[src/rtl/decode_pkg.sv]
// decode_pkg: shared constants and encodings for the decode stage.
//   - RV32I/RV64I major opcodes (full 7-bit values, low bits 2'b11)
//   - fmt_t: instruction format code carried on out_fmt
//   - buf_state_t: occupancy of the two-entry output buffer
package decode_pkg;

    localparam logic [6:0] OPC_OP        = 7'b0110011;
    localparam logic [6:0] OPC_OP_IMM    = 7'b0010011;
    localparam logic [6:0] OPC_LOAD      = 7'b0000011;
    localparam logic [6:0] OPC_STORE     = 7'b0100011;
    localparam logic [6:0] OPC_BRANCH    = 7'b1100011;
    localparam logic [6:0] OPC_JAL       = 7'b1101111;
    localparam logic [6:0] OPC_JALR      = 7'b1100111;
    localparam logic [6:0] OPC_LUI       = 7'b0110111;
    localparam logic [6:0] OPC_AUIPC     = 7'b0010111;
    localparam logic [6:0] OPC_SYSTEM    = 7'b1110011;
    localparam logic [6:0] OPC_MISC_MEM  = 7'b0001111;
    localparam logic [6:0] OPC_OP_32     = 7'b0111011;
    localparam logic [6:0] OPC_OP_IMM_32 = 7'b0011011;

    typedef enum logic [2:0] {
        FMT_R    = 3'd0,
        FMT_I    = 3'd1,
        FMT_S    = 3'd2,
        FMT_B    = 3'd3,
        FMT_U    = 3'd4,
        FMT_J    = 3'd5,
        FMT_NONE = 3'd6
    } fmt_t;

    // Encoded as {main_valid, skid_valid}.
    typedef enum logic [1:0] {
        BUF_EMPTY = 2'b00,
        BUF_ONE   = 2'b10,
        BUF_FULL  = 2'b11
    } buf_state_t;

endpackage

[src/rtl/rv_imm_fmt.sv]
// rv_imm_fmt: combinational format classifier and immediate builder.
//   instr   in   raw 32-bit instruction
//   fmt     out  fmt_t code (FMT_NONE for unsupported encodings)
//   imm     out  immediate sign-extended from instr[31] to XLEN, 0 for R/illegal
//   illegal out  unsupported encoding
module rv_imm_fmt
    import decode_pkg::*;
#(
    parameter int XLEN     = 32,
    parameter bit RV64_OPS = (XLEN == 64)
) (
    input  logic [31:0]     instr,
    output logic [2:0]      fmt,
    output logic [XLEN-1:0] imm,
    output logic            illegal
);

    fmt_t        f;
    logic [31:0] imm32;

    always_comb begin
        f = FMT_NONE;
        case (instr[6:0])
            OPC_OP:                                   f = FMT_R;
            OPC_OP_IMM, OPC_LOAD, OPC_JALR,
            OPC_MISC_MEM, OPC_SYSTEM:                 f = FMT_I;
            OPC_STORE:                                f = FMT_S;
            OPC_BRANCH:                               f = FMT_B;
            OPC_LUI, OPC_AUIPC:                       f = FMT_U;
            OPC_JAL:                                  f = FMT_J;
            OPC_OP_32:                                f = RV64_OPS ? FMT_R : FMT_NONE;
            OPC_OP_IMM_32:                            f = RV64_OPS ? FMT_I : FMT_NONE;
            default:                                  f = FMT_NONE;
        endcase
        // Compressed / non-32-bit encodings are never accepted.
        if (instr[1:0] != 2'b11) f = FMT_NONE;
    end

    // Built at 32 bits first; every format's sign bit is instr[31].
    always_comb begin
        imm32 = '0;
        case (f)
            FMT_I:   imm32 = {{20{instr[31]}}, instr[31:20]};
            FMT_S:   imm32 = {{20{instr[31]}}, instr[31:25], instr[11:7]};
            FMT_B:   imm32 = {{19{instr[31]}}, instr[31], instr[7], instr[30:25],
                              instr[11:8], 1'b0};
            FMT_J:   imm32 = {{11{instr[31]}}, instr[31], instr[19:12], instr[20],
                              instr[30:21], 1'b0};
            FMT_U:   imm32 = {instr[31:12], 12'b0};
            default: imm32 = '0;
        endcase
    end

    generate
        if (XLEN == 64) begin : g_x64
            assign imm = {{32{imm32[31]}}, imm32};
        end else begin : g_x32
            assign imm = imm32;
        end
    endgenerate

    assign fmt     = f;
    assign illegal = (f == FMT_NONE);

endmodule

[src/rtl/decode_stage.sv]
// decode_stage: registered RV32I/RV64I decode with a 2-entry skid buffer.
//   clk, rst_n                    clock, async active-low reset
//   flush                         drop buffered beats and the current input beat
//   in_valid/in_ready/in_instr/in_pc   fetch side handshake and payload
//   out_valid/out_ready           execute side handshake
//   out_pc, out_opcode, out_rd, out_rs1, out_rs2, out_funct3, out_funct7,
//   out_imm, out_fmt, out_illegal decoded fields of the main entry
// in_ready is a decode of registered state only, so fetch never sees a
// combinational path from out_ready.
module decode_stage
    import decode_pkg::*;
#(
    parameter int XLEN     = 32,
    parameter bit RV64_OPS = (XLEN == 64)
) (
    input  logic            clk,
    input  logic            rst_n,
    input  logic            flush,
    input  logic            in_valid,
    output logic            in_ready,
    input  logic [31:0]     in_instr,
    input  logic [XLEN-1:0] in_pc,
    output logic            out_valid,
    input  logic            out_ready,
    output logic [XLEN-1:0] out_pc,
    output logic [6:0]      out_opcode,
    output logic [4:0]      out_rd,
    output logic [4:0]      out_rs1,
    output logic [4:0]      out_rs2,
    output logic [2:0]      out_funct3,
    output logic [6:0]      out_funct7,
    output logic [XLEN-1:0] out_imm,
    output logic [2:0]      out_fmt,
    output logic            out_illegal
);

    typedef struct packed {
        logic [XLEN-1:0] pc;
        logic [6:0]      opcode;
        logic [4:0]      rd;
        logic [4:0]      rs1;
        logic [4:0]      rs2;
        logic [2:0]      funct3;
        logic [6:0]      funct7;
        logic [XLEN-1:0] imm;
        logic [2:0]      fmt;
        logic            illegal;
    } beat_t;

    logic [2:0]      dec_fmt;
    logic [XLEN-1:0] dec_imm;
    logic            dec_illegal;
    beat_t           dec, main_q, skid_q;

    buf_state_t state_q, state_d;
    logic       accept, consume;
    logic       ld_main_in, ld_main_skid, ld_skid;

    rv_imm_fmt #(.XLEN(XLEN), .RV64_OPS(RV64_OPS)) u_imm_fmt (
        .instr   (in_instr),
        .fmt     (dec_fmt),
        .imm     (dec_imm),
        .illegal (dec_illegal)
    );

    always_comb begin
        dec.pc      = in_pc;
        dec.opcode  = in_instr[6:0];
        dec.rd      = in_instr[11:7];
        dec.rs1     = in_instr[19:15];
        dec.rs2     = in_instr[24:20];
        dec.funct3  = in_instr[14:12];
        dec.funct7  = in_instr[31:25];
        dec.imm     = dec_imm;
        dec.fmt     = dec_fmt;
        dec.illegal = dec_illegal;
    end

    assign in_ready  = (state_q != BUF_FULL);
    assign out_valid = (state_q != BUF_EMPTY);
    assign accept    = in_valid && in_ready;
    assign consume   = out_valid && out_ready;

    always_ff @(posedge clk or negedge rst_n) begin
        if (!rst_n) state_q <= BUF_EMPTY;
        else        state_q <= state_d;
    end

    always_comb begin
        state_d      = state_q;
        ld_main_in   = 1'b0;
        ld_main_skid = 1'b0;
        ld_skid      = 1'b0;
        case (state_q)
            BUF_EMPTY: if (accept) begin
                state_d    = BUF_ONE;
                ld_main_in = 1'b1;
            end
            BUF_ONE: begin
                if (accept && consume) begin
                    ld_main_in = 1'b1;
                end else if (accept) begin
                    state_d = BUF_FULL;
                    ld_skid = 1'b1;
                end else if (consume) begin
                    state_d = BUF_EMPTY;
                end
            end
            BUF_FULL: if (consume) begin
                state_d      = BUF_ONE;
                ld_main_skid = 1'b1;
            end
            default: state_d = BUF_EMPTY;
        endcase
        // Flush wins: nothing accepted this cycle may land in either entry.
        if (flush) begin
            state_d      = BUF_EMPTY;
            ld_main_in   = 1'b0;
            ld_main_skid = 1'b0;
            ld_skid      = 1'b0;
        end
    end

    always_ff @(posedge clk or negedge rst_n) begin
        if (!rst_n) begin
            main_q <= '0;
            skid_q <= '0;
        end else begin
            if (ld_main_in)        main_q <= dec;
            else if (ld_main_skid) main_q <= skid_q;
            if (ld_skid)           skid_q <= dec;
        end
    end

    assign out_pc      = main_q.pc;
    assign out_opcode  = main_q.opcode;
    assign out_rd      = main_q.rd;
    assign out_rs1     = main_q.rs1;
    assign out_rs2     = main_q.rs2;
    assign out_funct3  = main_q.funct3;
    assign out_funct7  = main_q.funct7;
    assign out_imm     = main_q.imm;
    assign out_fmt     = main_q.fmt;
    assign out_illegal = main_q.illegal;

endmodule

[config.mk]
export PLATFORM = sky130hd
export DESIGN_NAME = decode_stage
export DESIGN_NICKNAME = d
export VERILOG_FILES = /design/src/rtl/decode_pkg.sv /design/src/rtl/rv_imm_fmt.sv /design/src/rtl/decode_stage.sv
export SDC_FILE = /design/constraint.sdc
export NUM_CORES = 1
export LEC_CHECK = 0
export CAP_MARGIN = 30
export CORE_MARGIN = 4
export CORE_UTILIZATION = 40
export CTS_BUF_LIST = sky130_fd_sc_hd__clkbuf_2
export CTS_CLUSTER_SIZE = 20
export DETAILED_ROUTE_END_ITERATION = 8
export PLACE_DENSITY = 0.63
export SYNTH_ARGS = -nofsm -noshare
export SYNTH_HDL_FRONTEND = slang
export SYNTH_HIERARCHICAL = 1
export SYNTH_SLANG_ARGS = --single-unit
[constraint.sdc]
create_clock -name clk -period 3.5 [get_ports clk]
set_clock_uncertainty 0.05 [all_clocks]
set_input_delay 0.525 -clock clk [delete_from_list [all_inputs] [get_ports clk]]
set_output_delay 0.525 -clock clk [all_outputs]
set_load 0.03 [all_outputs]
# Yosys cells after proc, flatten, opt, wreduce, memory -nomap -nowiden
# Cells that the tools add are included.
[totals] reg_bits=202 out_inout_bits=102
[op_classes] reduce_logical=9 n_mux=22 eq_ne=25
[ops] operator="2-to-1 mux 100 bit" n=2
[ops] operator="case mux 32 bit (5 select lines)" n=1
[ops] operator="equality test 7 bit (second input constant)" n=4
[ops] operator="equality test 7 x 6 -> 1 bit (second input constant)" n=3
[ops] operator="case mux 3 bit (6 select lines)" n=1
[ops] operator="equality test 7 x 5 -> 1 bit (second input constant)" n=2
[ops] operator="2-to-1 mux 2 bit" n=6
[ops] operator="equality test 3 bit (second input constant)" n=3
[ops] operator="2-to-1 mux 1 bit" n=9
[ops] operator="inequality test 3 bit (second input constant)" n=3
[ops] operator="equality test 7 x 2 -> 1 bit (second input constant)" n=1
[ops] operator="equality test 7 x 4 -> 1 bit (second input constant)" n=1
[ops] operator="equality test 3 x 2 -> 1 bit (second input constant)" n=2
[ops] operator="case mux 2 bit (3 select lines)" n=1
[ops] operator="OR reduction 5 bit" n=1
[ops] operator="equality test 2 bit (second input constant)" n=2
[ops] operator="inequality test 2 bit (second input constant)" n=2
[ops] operator="inequality test 4 bit (second input constant)" n=1
[ops] operator="AND reduction 4 bit" n=1
[ops] operator="nonzero test 2 bit" n=2
[ops] operator="equality test 3 x 1 -> 1 bit (second input constant)" n=1
[ops] operator="logical AND 1 bit" n=3
[ops] operator="2-to-1 mux 3 bit" n=1
[ops] operator="logical NOT 2 bit" n=1
[ops] operator="2 further kinds" n=2

# Logic depth before layout (Yosys ltp)
# Gate-level depths: netlist of the first run.
[depth] depth_word=7 mapped_depth=9 mapped_depth_nobuf=6

# Modules after synthesis
# Netlist of the first run, hierarchy kept.
[by_module_without_submodules] module="decode_stage" area_per_inst_um2=8762.2 instances=1 cells_each=570
[by_module_without_submodules] module="rv_imm_fmt" area_per_inst_um2=680.7 instances=1 cells_each=102

# Worst setup path after synthesis of the first run
# No wires, ideal clock.
[synth_timing] kind="input port to flip-flop" startpoint="in in_instr[2]" endpoint="reg main_q, in the netlist out_imm[0]" n_path_buf=2 t_arrival_ns=1.989 t_required_ns=3.332 path_stages=7 path_slack_ns=1.343 cell_sequence="buf_2 > or2_1 > buf_6 > a2111oi_2 > o22ai_1 > a22o_1 > a21o_1"
[synth_between] elab_chain_cells=7
[synth_rtl] item="start: declaration" line="decode_stage.sv:21" rtl="input logic [31:0] in_instr,"
[synth_rtl] item="equality test 7 x 5 -> 1 bit, or another cell as far along" line="rv_imm_fmt.sv:23" rtl="case (instr[6:0])"
[synth_rtl] item="OR reduction 5 bit or OR reduction 2 bit (tied branches)" line="rv_imm_fmt.sv:23"
[synth_rtl] item="case mux 3 bit (6 select lines) (*)" line="rv_imm_fmt.sv:23"
[synth_rtl] item="2-to-1 mux 3 bit (*)" line="rv_imm_fmt.sv:36" rtl="if (instr[1:0] != 2'b11) f = FMT_NONE;"
[synth_rtl] item="named net dec_fmt[0]" line="decode_stage.sv:50" rtl="logic [2:0] dec_fmt;"
[synth_rtl] item="equality test 3 bit, or another cell as far along" line="rv_imm_fmt.sv:42" rtl="case (f)"
[synth_rtl] item="case mux 32 bit (5 select lines) (*)" line="rv_imm_fmt.sv:42"
[synth_rtl] item="named net dec_imm[0]" line="decode_stage.sv:51" rtl="logic [XLEN-1:0] dec_imm;"
[synth_rtl] item="2-to-1 mux 100 bit (*)" line="decode_stage.sv:129" rtl="if (ld_main_in) main_q <= dec;"
[synth_rtl] item="end signal: assignment" line="decode_stage.sv:130" rtl="else if (ld_main_skid) main_q <= skid_q;"
[synth_rtl] item="end: declaration" line="decode_stage.sv:53" rtl="beat_t dec, main_q, skid_q;"
# Mark *: on every way through the listed nets, which the timed path passes. The rest lies on a longest branch.
# A chain may end at the register's enable or synchronous reset.

# Worst setup path in the final report of the first run
[layout_timing] startpoint="reg state_q[0]" endpoint="out out_valid"
[layout_between] elab_chain_cells=1
[layout_rtl] item="start: declaration" line="decode_stage.sv:55" rtl="buf_state_t state_q, state_d;"
[layout_rtl] item="start signal: assignment" line="decode_stage.sv:86" rtl="else state_q <= state_d;"
[layout_rtl] item="nonzero test 2 bit" line="decode_stage.sv:80" rtl="assign out_valid = (state_q != BUF_EMPTY);"
[layout_rtl] item="end: declaration" line="decode_stage.sv:23" rtl="output logic out_valid,"
# Every way passes these cells.

==> results of run 1 <==
[critical path, delay by kind of cell (launching register included)]
family / cells / cell delay [ps]
buffers and inverters: 3 / 830
adder cells (fa/ha/maj): 1 / 260
flip-flops: 1 / 410
[cell usage in the layout, fill, tap and decap left out, drive strengths merged, types with 3 or more instances in the layout]
| cell type | n |
|---|---|
| ha | 4 |
| a22o | 104 |
| and2 | 7 |
| clkinv | 9 |
| clkbuf | 79 |
| o21ai | 3 |
| a21oi | 15 |
| nor3 | 4 |
| dfrtp | 202 |
| nand2 | 15 |
| buf | 10 |
| clkdlybuf4s50 | 169 |
| nand3 | 6 |
| inv | 8 |
| mux2 | 100 |
| a21o | 111 |
| nor2 | 5 |
[state kept, by name, summed over array words and instances (netlist names), 5 cells and up]
signal      cells
out_rs2         5
out_pc         32
out_funct7      7
out_rs1         5
out_imm        32
skid_q        100
out_rd          5
out_opcode      7
[kinds of logic (layout without fill, tap and decap cells)]
group	Yosys count	in the layout	share of synthesized area [%]
simple gates	56	56	3.76
compound gates	249	249	21.2
other cells	0	2	0
buf+inv	60	278	5.00
xor+xnor	1	1	0.0928
fa+ha+maj	4	4	0.530
mux	100	100	15.9
flops	202	202	53.5
[per-stage QoR]
step                      util (%)  std cells  total power, uW
after detailed placement      49.1       1113             6580
final                         51.3       1205             8200
after global routing          51.3       1205             8660
after CTS                     51.3       1203             8320
after floorplan                  -        672             5430
after global placement        49.1       1113             6480
[power breakdown]
part	leakage [uW]	switching, uW	internal (uW)
sequential	0.00257	466	3100
clock	0.000371	939	733
combinational	0.00302	1430	1540
[metal layers]
| layer | track usage, % | wire [um] |
|---|---|---|
| met1 | 26.1 | 11200 |
| met2 | 29.4 | 11400 |
| met3 | 4.06 | 1290 |
| met4 | 6.15 | 597 |
| met5 | 0 | 0 |
[worst max-delay path by stage]
| stage | end | startpoint | depth (start not counted) |
|---|---|---|---|
| 5_1_grt | out_valid | state_q[1]$_DFFE_PN0P_ | 4 |
| 3_3_place_gp | out_imm[0]$_DFFE_PN0P_ | in_instr[3] | 6 |
| 2_1_floorplan | out_imm[0]$_DFFE_PN0P_ | in_instr[2] | 7 |
| 3_5_place_dp | out_imm[31]$_DFFE_PN0P_ | in_instr[5] | 7 |
| 4_1_cts | out_valid | state_q[0]$_DFFE_PN0P_ | 4 |
| 6_report | out_valid | state_q[0]$_DFFE_PN0P_ | 4 |
[timing repair]
item / CTS / global route
endpoints found under the setup margin: 0 / 0
hold buffers: 1 / 0
endpoints found under the hold margin: 87 / 0
[cell type report]
| cell class | instances | area, um^2 | area share (%) |
|---|---|---|---|
| antenna | 2 | 5.00 | 0.0426 |
| clock buffer | 78 | 390 | 3.32 |
| clock inverter | 11 | 96.3 | 0.820 |
| inverter | 8 | 30.0 | 0.256 |
| multi-input combinational | 410 | 3930 | 33.4 |
| sequential | 202 | 5050 | 43.0 |
| tap | 313 | 392 | 3.33 |
| timing repair buffer | 181 | 1850 | 15.8 |
==> impl_metrics.csv, run 1 <==
group,metric,value,unit
placed_design,port_buffers,170,
critical_path,startpoint_type,"flip-flop",
synth,synth_area,9440,um^2
drt,drt-initial-drc-count,409,
placed_design,placed_area,11200,um^2
critical_path,reg2reg_depth,5,
synth,synth_common_cells,"dfrtp_1, a22o_1, a21o_1, mux2_4, buf_2",
critical_path,crit_chain,"inv_1, ha_1, inv_1, clkdlybuf4s50_1",
synth,synth_area_leaders,"dfrtp_1, mux2_4, a22o_1",
synth,ys_types,55,
floorplan,initial_core_util,41.2,%
cells_and_area,fin_nets,930,
synth,syn_nets,745,
placed_design,gp_congestion,0.811,
synth,synth_ff_type,"dfrtp_1",
synth,yosys_warnings,6,
clock_network,cts.sinks,202,
synth,netlist.area_leader.share,53.5,%
global_routing,grt_antenna_before_repair,2,
cells_and_area,fill_cells,1972,
flow_run,cap_viol_max_count,0,
clock_network,post_cts_resized,0,
timing,hold_viol_final,0,
timing,finalSetupViolCount,0,
pwr,leakage,0.00596,uW
floorplan,fp.dieW,162,um
floorplan,row_count,55,
critical_path,worstReg2RegStart,"state_q[0]$_DFFE_PN0P_",
critical_path,slowest_delay,660,ps
clock_network,htree_levels,2,
drt,wire_per_inst,20.4,um
drt,drc,0,
global_routing,grt_pass1_wl,39800,um
floorplan,io_pins,171,
critical_path,crit_path_end_kind,"output pin",
drt,drtAntennaViolNets,0,
floorplan,die_y,162,um
synth,synth_top_area_cell,"dfrtp_1",
floorplan,core,22900,um^2
floorplan,die-area,26100,um^2
cells_and_area,fin_area,11800,um^2
outcome,status,"finished clean",
timing,setup_tns,0,ps
clock_network,clockBufferDepth,3,
placed_design,hpwlAfterDp,15500,um
timing,final-max-slew-violation-count,0,
global_routing,grt_overflow_total,0,
clock_network,insertion_delay,770,ps
drt,totalWireLength,24500,um
timing,setup_ws,661,ps
critical_path,cp.arrival,2260,ps
global_routing,grtUsageTotal,18.7,%
timing,fin_crit_sh,81.1,%
timing,grt_setup_unrepaired,"no",
synth,synth_edf_count,0,
timing,period_minus_slack,2840,ps
critical_path,worst-setup-path-type,"reg -> out",
placed_design,dp_slack,455,ps
synth,synth_most_common_cell,"dfrtp_1",
timing,fmax,352,MHz
drt,dr.pass1.iters,5,
clock_network,cts_tree,"done",
synth,synthesis.instances,672,
hold_path,hp-class,"in -> async",
clock_network,cts_setup_buffers,0,
timing,maxSlewHeadroom,41.0,%
clock_network,clk_pin_slew_worst_paths,100,ps
synth,postSynthAreaPerCell,14.1,um^2
pwr,powerDensity,698,nW/um^2
critical_path,critPathSlowestCell,"clkdlybuf4s50_1",
critical_path,cpMostUsedCell,"inv_1",
drt,via_count,6490,
critical_path,path_max_fanout,5,
synth,async_flop_share,100,%
cells_and_area,final_layout_size_suffix_gt1_share,24.4,%
clock_network,cts_root_buffer,"clkbuf_2",
timing,whs,307,ps
synth,ys_seq_elements,202,
timing,worst_pin_slew,877,ps
cells_and_area,area_delta_synth_final,24.4,%
critical_path,worstPathRequired,2920,ps
global_routing,grt_pass1_vias,7103,
global_routing,grt_max_degree,101,
pwr,peakVddDrop,338,uV
critical_path,rrSetupSlack,1200,ps
drt,vias_per_cell,5.39,
critical_path,reg2reg_to,"skid_q[37]$_DFFE_PN0P_",
clock_network,cts_buffers,54,
synth,yosysSeqAreaShare,53.5,%
No activity file was read; power rests on OpenSTA's default activity.
==> inputs of run 2 (changes only) <==
Clock period 3.5 ns to 2.9 ns, I/O delays scaled along.
==> run 2 against run 1 <==
  * Utilization grew 0.55 points
  * Setup slack lost 470 ps
  * Critical endpoint is now in_ready
  * Global-route usage grew 0.12 points
  * Highest routed layer unchanged
  * Largest power group unchanged
  * Largest cell class unchanged
==> impl_metrics.csv, run 2 (synthesis results as in run 1) <==
group,metric,value,unit
outcome,status,"finished clean",
timing,hold_viol_final,0,
pwr,peakVddDrop,475,uV
clock_network,cts_setup_buffers,0,
cells_and_area,final_util,51.8,%
global_routing,grt_antenna_before_repair,2,
critical_path,cp_top_family,"buffers and inverters",
clock_network,cts_tree,"done",
pwr,power.total,9800,uW
placed_design,dp_cells,1129,
timing,worst_pin_slew,930,ps
cells_and_area,fin_nets,945,
drt,vias_per_cell,5.31,
floorplan,row_count,55,
clock_network,clockBufferDepth,3,
timing,period_minus_slack,2710,ps
cells_and_area,multiInputGateArea,3930,um^2
drt,drt-initial-drc-count,371,
timing,finalSetupViolCount,0,
pwr,leakage,0.00605,uW
cells_and_area,largest_register_ffs,100,
cells_and_area,area_delta_synth_final,25.8,%
timing,fmax,370,MHz
drt,via_count,6499,
drt,dr.pass1.iters,4,
clock_network,insertion_delay,790,ps
critical_path,path_max_fanout,4,
flow_run,cap_viol_max_count,0,
global_routing,grt_pass1_vias,7070,
timing,fin_crit_sh,93.3,%
cells_and_area,regMostFlops,"skid_q",
clock_network,clk_pin_slew_worst_paths,130,ps
clock_network,cts.sinks,202,
critical_path,cp.arrival,2220,ps
drt,totalWireLength,24500,um
clock_network,cts_root_buffer,"clkbuf_2",
floorplan,die-area,26100,um^2
pwr,powerDensity,825,nW/um^2
placed_design,hpwlAfterDp,15900,um
placed_design,port_buffers,170,
cells_and_area,fill_cells,1968,
hold_path,hp-class,"in -> async",
floorplan,fp.dieW,162,um
critical_path,worstPathRequired,2410,ps
critical_path,critPathSlowestCell,"clkdlybuf4s50_1",
critical_path,crit_chain,"ha_1, inv_2, clkdlybuf4s50_1",
timing,final-max-slew-violation-count,0,
global_routing,grt_pass1_wl,39800,um
critical_path,slowest_delay,670,ps
timing,grt_setup_unrepaired,"no",
floorplan,core,22900,um^2
floorplan,die_y,162,um
critical_path,worst-setup-path-type,"reg -> out",
global_routing,grt_max_degree,71,
floorplan,initial_core_util,41.2,%
clock_network,cts_buffers,53,
clock_network,htree_levels,2,
critical_path,crit_path_end_kind,"output pin",
cells_and_area,regArea,5050,um^2
cells_and_area,mostFrequentLayoutCells,"dfrtp_1, clkdlybuf4s50_1, a22o_1",
cells_and_area,final_layout_size_suffix_gt1_share,25.8,%
cells_and_area,final_cells,1225,
timing,maxSlewHeadroom,37.5,%
drt,wire_per_inst,20.0,um
drt,drtAntennaViolNets,0,
cells_and_area,final_common_cell,"dfrtp_1",
global_routing,grtUsageTotal,18.8,%
placed_design,gp_congestion,0.845,
critical_path,startpoint_type,"flip-flop",
drt,drc,0,
floorplan,io_pins,171,
global_routing,grt_overflow_total,0,
critical_path,crit_buf_inv,2,
timing,setup_tns,0,ps
[run 2: where the power goes]
group	switching (uW)	total, uW	internal, uW
Clock	1170	1900	734
Combinational	1720	3610	1880
Sequential	551	4290	3740
Total	3440	9800	6350
[run 2: final cells by class]
| class | count | share of cell area [%] |
|---|---|---|
| Inverter | 8 | 0.253 |
| Antenna cell | 2 | 0.0421 |
| Tap cell | 313 | 3.30 |
| Multi-Input combinational cell | 410 | 33.1 |
| Timing Repair Buffer | 197 | 17.0 |
| Clock inverter | 12 | 0.400 |
| Sequential cell | 202 | 42.6 |
| Clock buffer | 81 | 3.41 |
[run 2: worst register-to-register path, cell delays in order (launching register included)]
cell and delay, ps:
dfrtp_1 430, ha_1 270, nand3b_1 280, nor3_4 270, buf_12 420, mux2_4 380
[run 2: final timing paths]
kind	start	to	slack (ps)	cells after the start
hold reg to reg	out_pc[22]$_DFFE_PN0P_	out_pc[22]$_DFFE_PN0P_	430	1
min in group clk	in_pc[23]	skid_q[91]$_DFFE_PN0P_	260	2
hold / removal	rst_n	skid_q[1]$_DFFE_PN0P_	190	2
setup reg to reg	state_q[0]$_DFFE_PN0P_	skid_q[81]$_DFFE_PN0P_	680	5
max in group asynchronous	rst_n	out_imm[3]$_DFFE_PN0P_	1810	3
setup / recovery	state_q[0]$_DFFE_PN0P_	in_ready	190	3
[run 2: layer usage]
layer / part of all wire, % / global-route usage, % / vias to the layer above
li1: - / - / 2931
met1: 45 / 26.5 / 3316
met2: 48 / 29.4 / 202
met3: 5.2 / 4.03 / 50
met4: 2.2 / 5.81 / 0
met5: 0 / 0 / -
[run 2: what timing repair did]
action,CTS,global route
setup endpoints to repair,0,1
hold buffers,1,0
gates resized for setup,0,1
endpoints found under the hold margin,67,0
[run 2: metrics by stage]
step / setup WS (ps) / hold WS (ps) / cell area [um^2]
floorplan: 833 / 89.4 / 9440
global placement: 122 / 407 / 11400
detailed placement: 123 / 414 / 11400
CTS: 52.4 / 124 / 11900
global route: 20.6 / 152 / 11900
finish: 194 / 192 / 11900
